[src/rtl/prpg_checker_popcount8.sv]
// popcount8: combinational population count of an 8-bit word (d -> n, 0..8)
module popcount8 (
  input  logic [7:0] d,
  output logic [3:0] n
);
  always_comb begin
    n = '0;
    for (int i = 0; i < 8; i++) n = n + {3'b000, d[i]};
  end
endmodule

[config.mk]
export PLATFORM = sky130hd
export DESIGN_NAME = popcount8
export DESIGN_NICKNAME = d
export VERILOG_FILES = /design/src/rtl/prpg_checker_popcount8.sv
export SDC_FILE = /design/constraint.sdc
export NUM_CORES = 1
export LEC_CHECK = 0
export CORE_AREA = 2 2 39 41
export DETAILED_ROUTE_END_ITERATION = 16
export DIE_AREA = 0 0 41 43
export SYNTH_ARGS = -nofsm -noshare
export SYNTH_HDL_FRONTEND = slang
export SYNTH_SLANG_ARGS = --single-unit
[constraint.sdc]
create_clock -name vclk -period 7.5
set_input_delay 1.125 -clock vclk [all_inputs]
set_output_delay 1.125 -clock vclk [all_outputs]
set_load 0.005 [all_outputs]
==> results of run 1 <==
critical path, stage by stage:
cell and delay [ns]:
clkdlybuf4s50_1 0.45, inv_1 0.05, fa_1 0.54, fa_1 0.42
fa_1 0.43, inv_1 0.06, ha_1 0.16, inv_1 0.06
fa_1 0.37, xnor2_1 0.16, clkdlybuf4s50_1 0.52
cell families after synthesis:
logic type	count (synthesis)	share of synthesized area
compound gates	1	0.0263
xor+xnor	1	0.0461
fa+ha+maj	7	0.618
buf+inv	14	0.276
simple gates	1	0.0329
where the power goes:
group | internal, uW | total (uW) | switching (uW)
sequential | 0 | 0 | 0
combinational | 26.9 | 42.7 | 15.7
clock | 0 | 0 | 0
cells in the mapped netlist, drive strengths merged:
cell	instances	area, sq um
fa	4	80.1
a21oi	1	5.00
inv	14	52.6
xnor2	1	8.76
ha	3	37.5
nor2b	1	6.26
how the worst max path moves through the flow:
stage	to	from	slack (ns)	depth (start not counted)
finish	n[2]	d[0]	2.01	11
global route	n[2]	d[0]	1.83	11
CTS	n[2]	d[0]	1.98	11
detailed placement	n[2]	d[0]	2.00	11
global placement	n[2]	d[0]	2.00	11
floorplan	n[1]	d[0]	3.04	9
layer usage:
metal  share of wire  vias up
li1                -       86
met1            0.31       78
met2            0.61        5
met3           0.087        0
met4               0        0
met5               0        -
cell usage in the layout (no fill, tap or decap):
master and count:
xnor2_1 1, clkdlybuf4s50_1 12, a21oi_1 1, inv_1 14, fa_1 4, nor2b_1 1
ha_1 3
stage by stage:
| stage | hold slack (ns) | util | power, uW | instances | cell area (sq um) |
|---|---|---|---|---|---|
| 6_report | 3.32 | 0.239 | 42.7 | 52 | 330 |
| 5_1_grt | 3.37 | 0.239 | 49.8 | 52 | 330 |
| 4_1_cts | 3.34 | 0.239 | 43.9 | 52 | 330 |
| 3_5_place_dp | 3.33 | 0.239 | 43.5 | 52 | 330 |
| 3_3_place_gp | 3.31 | 0.239 | 43.2 | 52 | 330 |
| 2_1_floorplan | 2.37 | - | 21.0 | 24 | 190 |
layout make-up:
class	count	area (sq um)	share of cell area
inverter	14	52.6	0.159
multi-input combinational	10	138	0.417
tap	16	20.0	0.0606
timing repair buffer	12	120	0.364
==> results.py, run 1 <==
metrics = {
    "run_status": {
        "outcome": "completed",
    },
    "grt": {
        "grt_pass1_wl_um": 524,
        "antenna_found_initial": 0,
        "grt_usage": 0.0382,
        "grt.overflow.total": 0,
        "top_usage_layer": "met2",
        "met1_usage": 0.0484,
        "grt_max_degree": 3,
        "use_met2": 0.0719,
        "grt_pass1_vias": 157,
        "grt_util_met3": 0,
    },
    "synth": {
        "synth_cells": 24,
        "yosysSeqAreaShare": 0,
        "mappedNetlistArea_sq_um": 190,
        "synth.avg_cell_area_sq_um": 7.92,
        "yosysWarnings": 0,
        "ys_types": 6,
        "synthesis.nets": 39,
    },
    "worst_setup_path": {
        "path_max_fanout": 2,
        "cp-end-kind": "output pin",
        "startpoint_type": "input port",
        "cp.arrival_ns": 4.36,
        "worstSetupPathType": "in2out",
        "worst_ep_required_time_ns": 6.38,
    },
    "sta": {
        "drv_slew": 0,
        "tightest_slew_ns": 0.144,
        "setup_slack_ns": 2.01,
        "period_minus_slack_ns": 5.49,
        "rsz0062_at_grt": "no",
        "fmax_mhz": 182,
        "setup_violations": 0,
        "finalHoldViolCount": 0,
        "fin_tns_setup_ns": 0,
        "fin_crit_sh": 0.731,
        "relSlewSlack": 0.903,
    },
    "pwr": {
        "p_per_area_nw_per_um2": 129,
        "peakVddDrop_uv": 34.6,
        "leakagePower_uw": 0.000175,
    },
    "finish": {
        "area_growth_pct": 73.7,
        "layout.sequential_cells": 0,
        "layout-drive-gt1-share": 0,
        "nClkBuffers": 0,
        "seq_area_sq_um": 0,
        "num-nets-final": 53,
        "fill_cells": 160,
        "diodes": 0,
    },
    "floorplanning": {
        "die_h_um": 43,
        "row_count": 14,
        "initial_utilization": 0.137,
        "core_sq_um": 1380,
        "ios": 12,
        "die_area_sq_um": 1760,
        "die_w_um": 41,
    },
    "detailed_routing": {
        "drtPass1Iterations": 1,
        "ant_nets": 0,
        "drt-wirelength-per-cell_um": 5.56,
        "viasPerCell": 3.25,
        "wirelength_um": 289,
        "vias": 169,
        "drt_iter0_markers": 0,
        "route.detailed.drc": 0,
    },
    "placement": {
        "port_buffers": 12,
        "post-place-ws_ns": 2.00,
        "place.gp.congestion": 0.551,
        "dp_hpwl_um": 279,
    },
    "min_path": {
        "min_path_cells": 3,
        "min_from": "d[2]",
        "holdPathEnd": "n[0]",
        "worstHoldPathType": "in2out",
    },
    "cts": {
        "cts_resized": 0,
        "post_cts_buffers": 0,
        "cts_hold_buf": 0,
    },
    "run": {
        "maxCapViolCount": 0,
    },
}
No activity file was read; power rests on OpenSTA's default activity.
==> run 2, diff against run 1 <==
clock period = 4.4 ns   (was 7.5 ns; I/O delays follow)
==> results.py, run 2 (synthesis results as in run 1) <==
metrics = {
    "grt": {
        "grt_max_degree": 3,
        "grt_util_met3": 0,
        "met1_usage": 0.0385,
        "grt_usage": 0.0431,
        "antenna_found_initial": 0,
        "grt_pass1_vias": 176,
        "top_usage_layer": "met2",
        "grt.overflow.total": 0,
        "grt_pass1_wl_um": 572,
        "use_met2": 0.0969,
    },
    "finish": {
        "seq_area_sq_um": 0,
        "final_common_cell": "inv_1",
        "most-common-layout-cells": "inv_1 (13), clkdlybuf4s50_1 (9), fa_1 (4), ha_1 (2)",
        "layout-drive-gt1-share": 0.0833,
        "fin_area_sq_um": 329,
        "num-nets-final": 53,
        "diodes": 0,
        "nClkBuffers": 0,
        "area_growth_pct": 73.0,
        "layout.sequential_cells": 0,
    },
    "worst_setup_path": {
        "worst_ep_required_time_ns": 3.74,
        "cp-end-kind": "output pin",
        "worstPathCellList": "clkdlybuf4s50_1 -> inv_1 -> fa_1 -> fa_1 -> fa_1 -> inv_1 -> ha_2 -> inv_1 -> fa_1 -> inv_1 -> dlygate4sd2_1",
        "path_max_fanout": 2,
        "crit_family": "adder cells",
        "cp.arrival_ns": 3.57,
        "worstSetupPathType": "in2out",
        "max_stage_delay_ns": 0.51,
        "critPathBufInv": 6,
        "worstSetupPathDepth": 11,
        "critPathSlowestCell": "fa_1",
        "startpoint_type": "input port",
    },
    "sta": {
        "setup_slack_ns": 0.171,
        "drv_slew": 0,
        "fmax_mhz": 236,
        "finalHoldViolCount": 0,
        "fin_crit_sh": 0.961,
        "setup_violations": 0,
        "period_minus_slack_ns": 4.23,
        "relSlewSlack": 0.910,
        "tightest_slew_ns": 0.133,
        "rsz0062_at_grt": "no",
        "fin_tns_setup_ns": 0,
        "timing.hold.ws_ns": 2.14,
    },
    "floorplanning": {
        "initial_utilization": 0.137,
        "die_w_um": 41,
        "row_count": 14,
        "die_h_um": 43,
        "core_sq_um": 1380,
        "die_area_sq_um": 1760,
        "ios": 12,
    },
    "detailed_routing": {
        "vias": 172,
        "wirelength_um": 324,
        "drtPass1Iterations": 1,
        "drt-wirelength-per-cell_um": 6.23,
        "viasPerCell": 3.31,
        "ant_nets": 0,
        "drt_iter0_markers": 0,
        "route.detailed.drc": 0,
    },
    "placement": {
        "place.gp.congestion": 0.561,
        "post-place-ws_ns": -0.178,
        "dp_hpwl_um": 317,
        "place_area_sq_um": 330,
        "port_buffers": 12,
    },
    "pwr": {
        "switching_share": 0.408,
        "p_per_area_nw_per_um2": 201,
        "internal-power_uw": 39.1,
        "p_switching_uw": 27.0,
        "leakagePower_uw": 0.000184,
        "finalPower_uw": 66.1,
        "peakVddDrop_uv": 48.4,
        "combPwrFrac": 1.000,
        "power_frac_clock": 0,
        "p_seq_frac": 0,
    },
    "cts": {
        "post_cts_buffers": 0,
        "cts_hold_buf": 0,
    },
    "min_path": {
        "min_from": "d[0]",
        "min_path_cells": 7,
        "holdPathEnd": "n[2]",
        "worstHoldPathType": "in2out",
    },
    "run": {
        "maxCapViolCount": 0,
    },
    "run_status": {
        "outcome": "completed",
    },
}
run 2: cell count changes in the layout (fill, tap and decap cells not counted):
cell,change
dlymetal6s2s_1,+1
clkdlybuf4s50_1,-3
clkbuf_2,+1
ha_2,+1
inv_2,+1
dlygate4sd2_1,+1
ha_1,-1
inv_1,-1
run 2: stage by stage:
| step | util | instances |
|---|---|---|
| detailed placement | 0.239 | 52 |
| finish | 0.238 | 52 |
| global placement | 0.239 | 52 |
| global route | 0.238 | 52 |
| floorplan | - | 24 |
| CTS | 0.237 | 52 |
run 2: worst min-delay path, cell delays in order:
cell	delay (ns)
dlymetal6s2s_1	0.13
inv_2	0.06
fa_1	0.16
inv_1	0.04
ha_1	0.21
xnor2_1	0.13
clkbuf_2	0.11
run 2: layout make-up:
class                           count  area, sq um
Multi-Input combinational cell     10          140
Inverter                           14         52.6
Fill cell                         162         1050
Timing Repair Buffer               12          116
Tap cell                           16         20.0
run 2: how the worst max path moves through the flow:
stage | startpoint | endpoint
floorplan | d[0] | n[1]
finish | d[1] | n[1]
global route | d[1] | n[1]
CTS | d[3] | n[2]
detailed placement | d[0] | n[2]
global placement | d[0] | n[2]
run 2: repair_timing:
item                                    in CTS  in global routing
pin swaps                                    3                  4
gates resized for setup                      2                  5
endpoints found under the setup margin       2                  2
run 2: routing by layer:
layer,vias up,part of all wire
met5,-,0
met1,81,0.27
met3,0,0.096
met2,5,0.63
li1,86,-
met4,0,0
run 2: power groups by stage:
| stage | registers [uW] | clock network, uW | logic (uW) |
|---|---|---|---|
| 6_report | 0 | 0 | 66.1 |
| 5_1_grt | 0 | 0 | 78.3 |
| 4_1_cts | 0 | 0 | 69.9 |
| 3_5_place_dp | 0 | 0 | 75.3 |
| 3_3_place_gp | 0 | 0 | 74.0 |
| 2_1_floorplan | 0 | 0 | 35.8 |
==> run 3, diff against run 2 <==
ABC_AREA = 1   (was not set)
==> results.py, run 3 <==
metrics = {
    "run_status": {
        "outcome": "completed",
    },
    "finish": {
        "most-common-layout-cells": "inv_1 (14), clkdlybuf4s50_1 (10), nand2_1 (5), fa_1 (3)",
        "num-nets-final": 59,
        "multiInputGateArea_sq_um": 146,
        "seq_area_sq_um": 0,
        "diodes": 0,
        "area_growth_pct": 75.2,
        "nClkBuffers": 0,
        "fill_cells": 163,
        "layout-drive-gt1-share": 0.119,
        "layout.sequential_cells": 0,
        "final_cells": 58,
        "final_common_cell": "inv_1",
    },
    "synth": {
        "synthesis.nets": 44,
        "synth_area_leader_cell": "fa_1",
        "synth-simple-area-share": 0.118,
        "synth_xor_area_frac": 0,
        "synth_common_cells": "inv_1 (16), nand2_1 (5), fa_1 (4), ha_1 (3), nand3_1 (1)",
        "yosysWarnings": 0,
        "mappedNetlistArea_sq_um": 201,
        "yosysMostFrequentCell": "inv_1",
        "synthMuxAreaShare": 0,
        "synth-compound-area-share": 0,
        "ys_top_cells_by_area": "fa_1 (40%), inv_1 (30%), ha_1 (19%)",
        "synth_top_family_by_area": "adder cells",
        "synth_adder_area_share": 0.584,
        "ys_types": 5,
        "synth_cells": 29,
        "synth.avg_cell_area_sq_um": 6.95,
        "yosysSeqAreaShare": 0,
        "synth_top_area_frac": 0.398,
    },
    "run": {
        "maxCapViolCount": 0,
    },
    "pwr": {
        "p_per_area_nw_per_um2": 213,
        "leakagePower_uw": 0.000201,
        "finalPower_uw": 75.0,
        "peakVddDrop_uv": 54.7,
    },
    "floorplanning": {
        "core_sq_um": 1380,
        "die_w_um": 41,
        "ios": 12,
        "die_h_um": 43,
        "die_area_sq_um": 1760,
        "row_count": 14,
        "initial_utilization": 0.146,
    },
    "worst_setup_path": {
        "path_max_fanout": 2,
        "cp-end-kind": "output pin",
        "critPathSlowestCell": "fa_1",
        "cp.arrival_ns": 3.64,
        "worstPathCellList": "clkdlybuf4s50_1 -> inv_2 -> fa_1 -> fa_1 -> fa_1 -> inv_1 -> ha_2 -> inv_2 -> fa_2 -> inv_1 -> clkdlybuf4s15_1",
        "startpoint_type": "input port",
        "cp_common_cell": "fa_1",
        "crit_start": "d[3]",
        "worst_ep_required_time_ns": 3.74,
        "max_stage_delay_ns": 0.54,
        "worstSetupPathType": "in2out",
    },
    "sta": {
        "tightest_slew_ns": 0.141,
        "fmax_mhz": 232,
        "finalHoldViolCount": 0,
        "setup_violations": 0,
        "fin_crit_sh": 0.978,
        "relSlewSlack": 0.906,
        "timing.hold.ws_ns": 2.37,
        "rsz0062_at_grt": "no",
        "drv_slew": 0,
        "period_minus_slack_ns": 4.30,
    },
    "detailed_routing": {
        "wirelength_um": 402,
        "drt-wirelength-per-cell_um": 6.93,
        "viasPerCell": 3.47,
        "route.detailed.drc": 0,
        "ant_nets": 0,
        "drtPass1Iterations": 2,
        "vias": 201,
        "drt_iter0_markers": 1,
    },
    "placement": {
        "dp_hpwl_um": 387,
        "place.gp.congestion": 0.627,
        "placed_cells": 58,
        "port_buffers": 12,
    },
    "cts": {
        "cts_hold_buf": 0,
    },
    "grt": {
        "grt_pass1_wl_um": 621,
        "antenna_found_initial": 0,
        "grt_max_degree": 5,
        "grt_usage": 0.0471,
        "grt_pass1_vias": 188,
        "grt.overflow.total": 0,
    },
    "min_path": {
        "worstHoldPathType": "in2out",
        "min_from": "d[2]",
    },
}
## run 3: cell types whose count changed after synthesis
cell and change:
nand2_1 +5, inv_1 +2, a21oi_1 -1, nand3_1 +1, nor2b_1 -1, xnor2_1 -1
## run 3: cell families (layout without fill, tap and decap cells)
group	Yosys count	in the layout
buffers and inverters	16	29
and+or+nand+nor	6	6
adders and majority gates	7	7
## run 3: final timing paths
check / endpoint / slack [ns] / cells past startpoint
worst max-delay path: n[1] / 0.1 / 11
worst min-delay path: n[1] / 2.37 / 6
## run 3: layout make-up
class                      count  area share
inverter                      16       0.170
multi-input combinational     13       0.415
tap                           16      0.0567
timing repair buffer          13       0.358
## run 3: through the flow
stage                     area (sq um)  setup TNS [ns]   util  setup slack (ns)
after floorplan                    201               0      -             0.870
after global routing               353               0  0.255            0.0190
final                              353               0  0.255            0.0957
after CTS                          353               0  0.255            0.0459
after detailed placement           349          -0.358  0.252            -0.187
after global placement             349          -0.292  0.252            -0.152
## run 3: worst max-delay path, delay by kind of cell
family     cells  cell delay (ns)
buf+inv        6             0.85
fa+ha+maj      5             2.15
## run 3: report_power, final
part	switching, uW	total (uW)	internal [uW]
clock network	0	0	0
registers	0	0	0
logic	31.0	75.0	44.0
total	31.0	75.0	44.0
## run 3: layer usage
| metal | GRT usage | vias to the layer above | part of all wire |
|---|---|---|---|
| li1 | - | 101 | - |
| met2 | 0.0906 | 7 | 0.56 |
| met5 | 0 | - | 0 |
| met3 | 0.00524 | 0 | 0.11 |
| met4 | 0 | 0 | 0 |
| met1 | 0.0545 | 93 | 0.33 |
## run 3: repair_timing
action	4_1_cts	5_1_grt
pin swaps	3	1
setup buffers	0	0
resized for setup	7	0
cloned	0	0
setup endpoints to repair	2	3
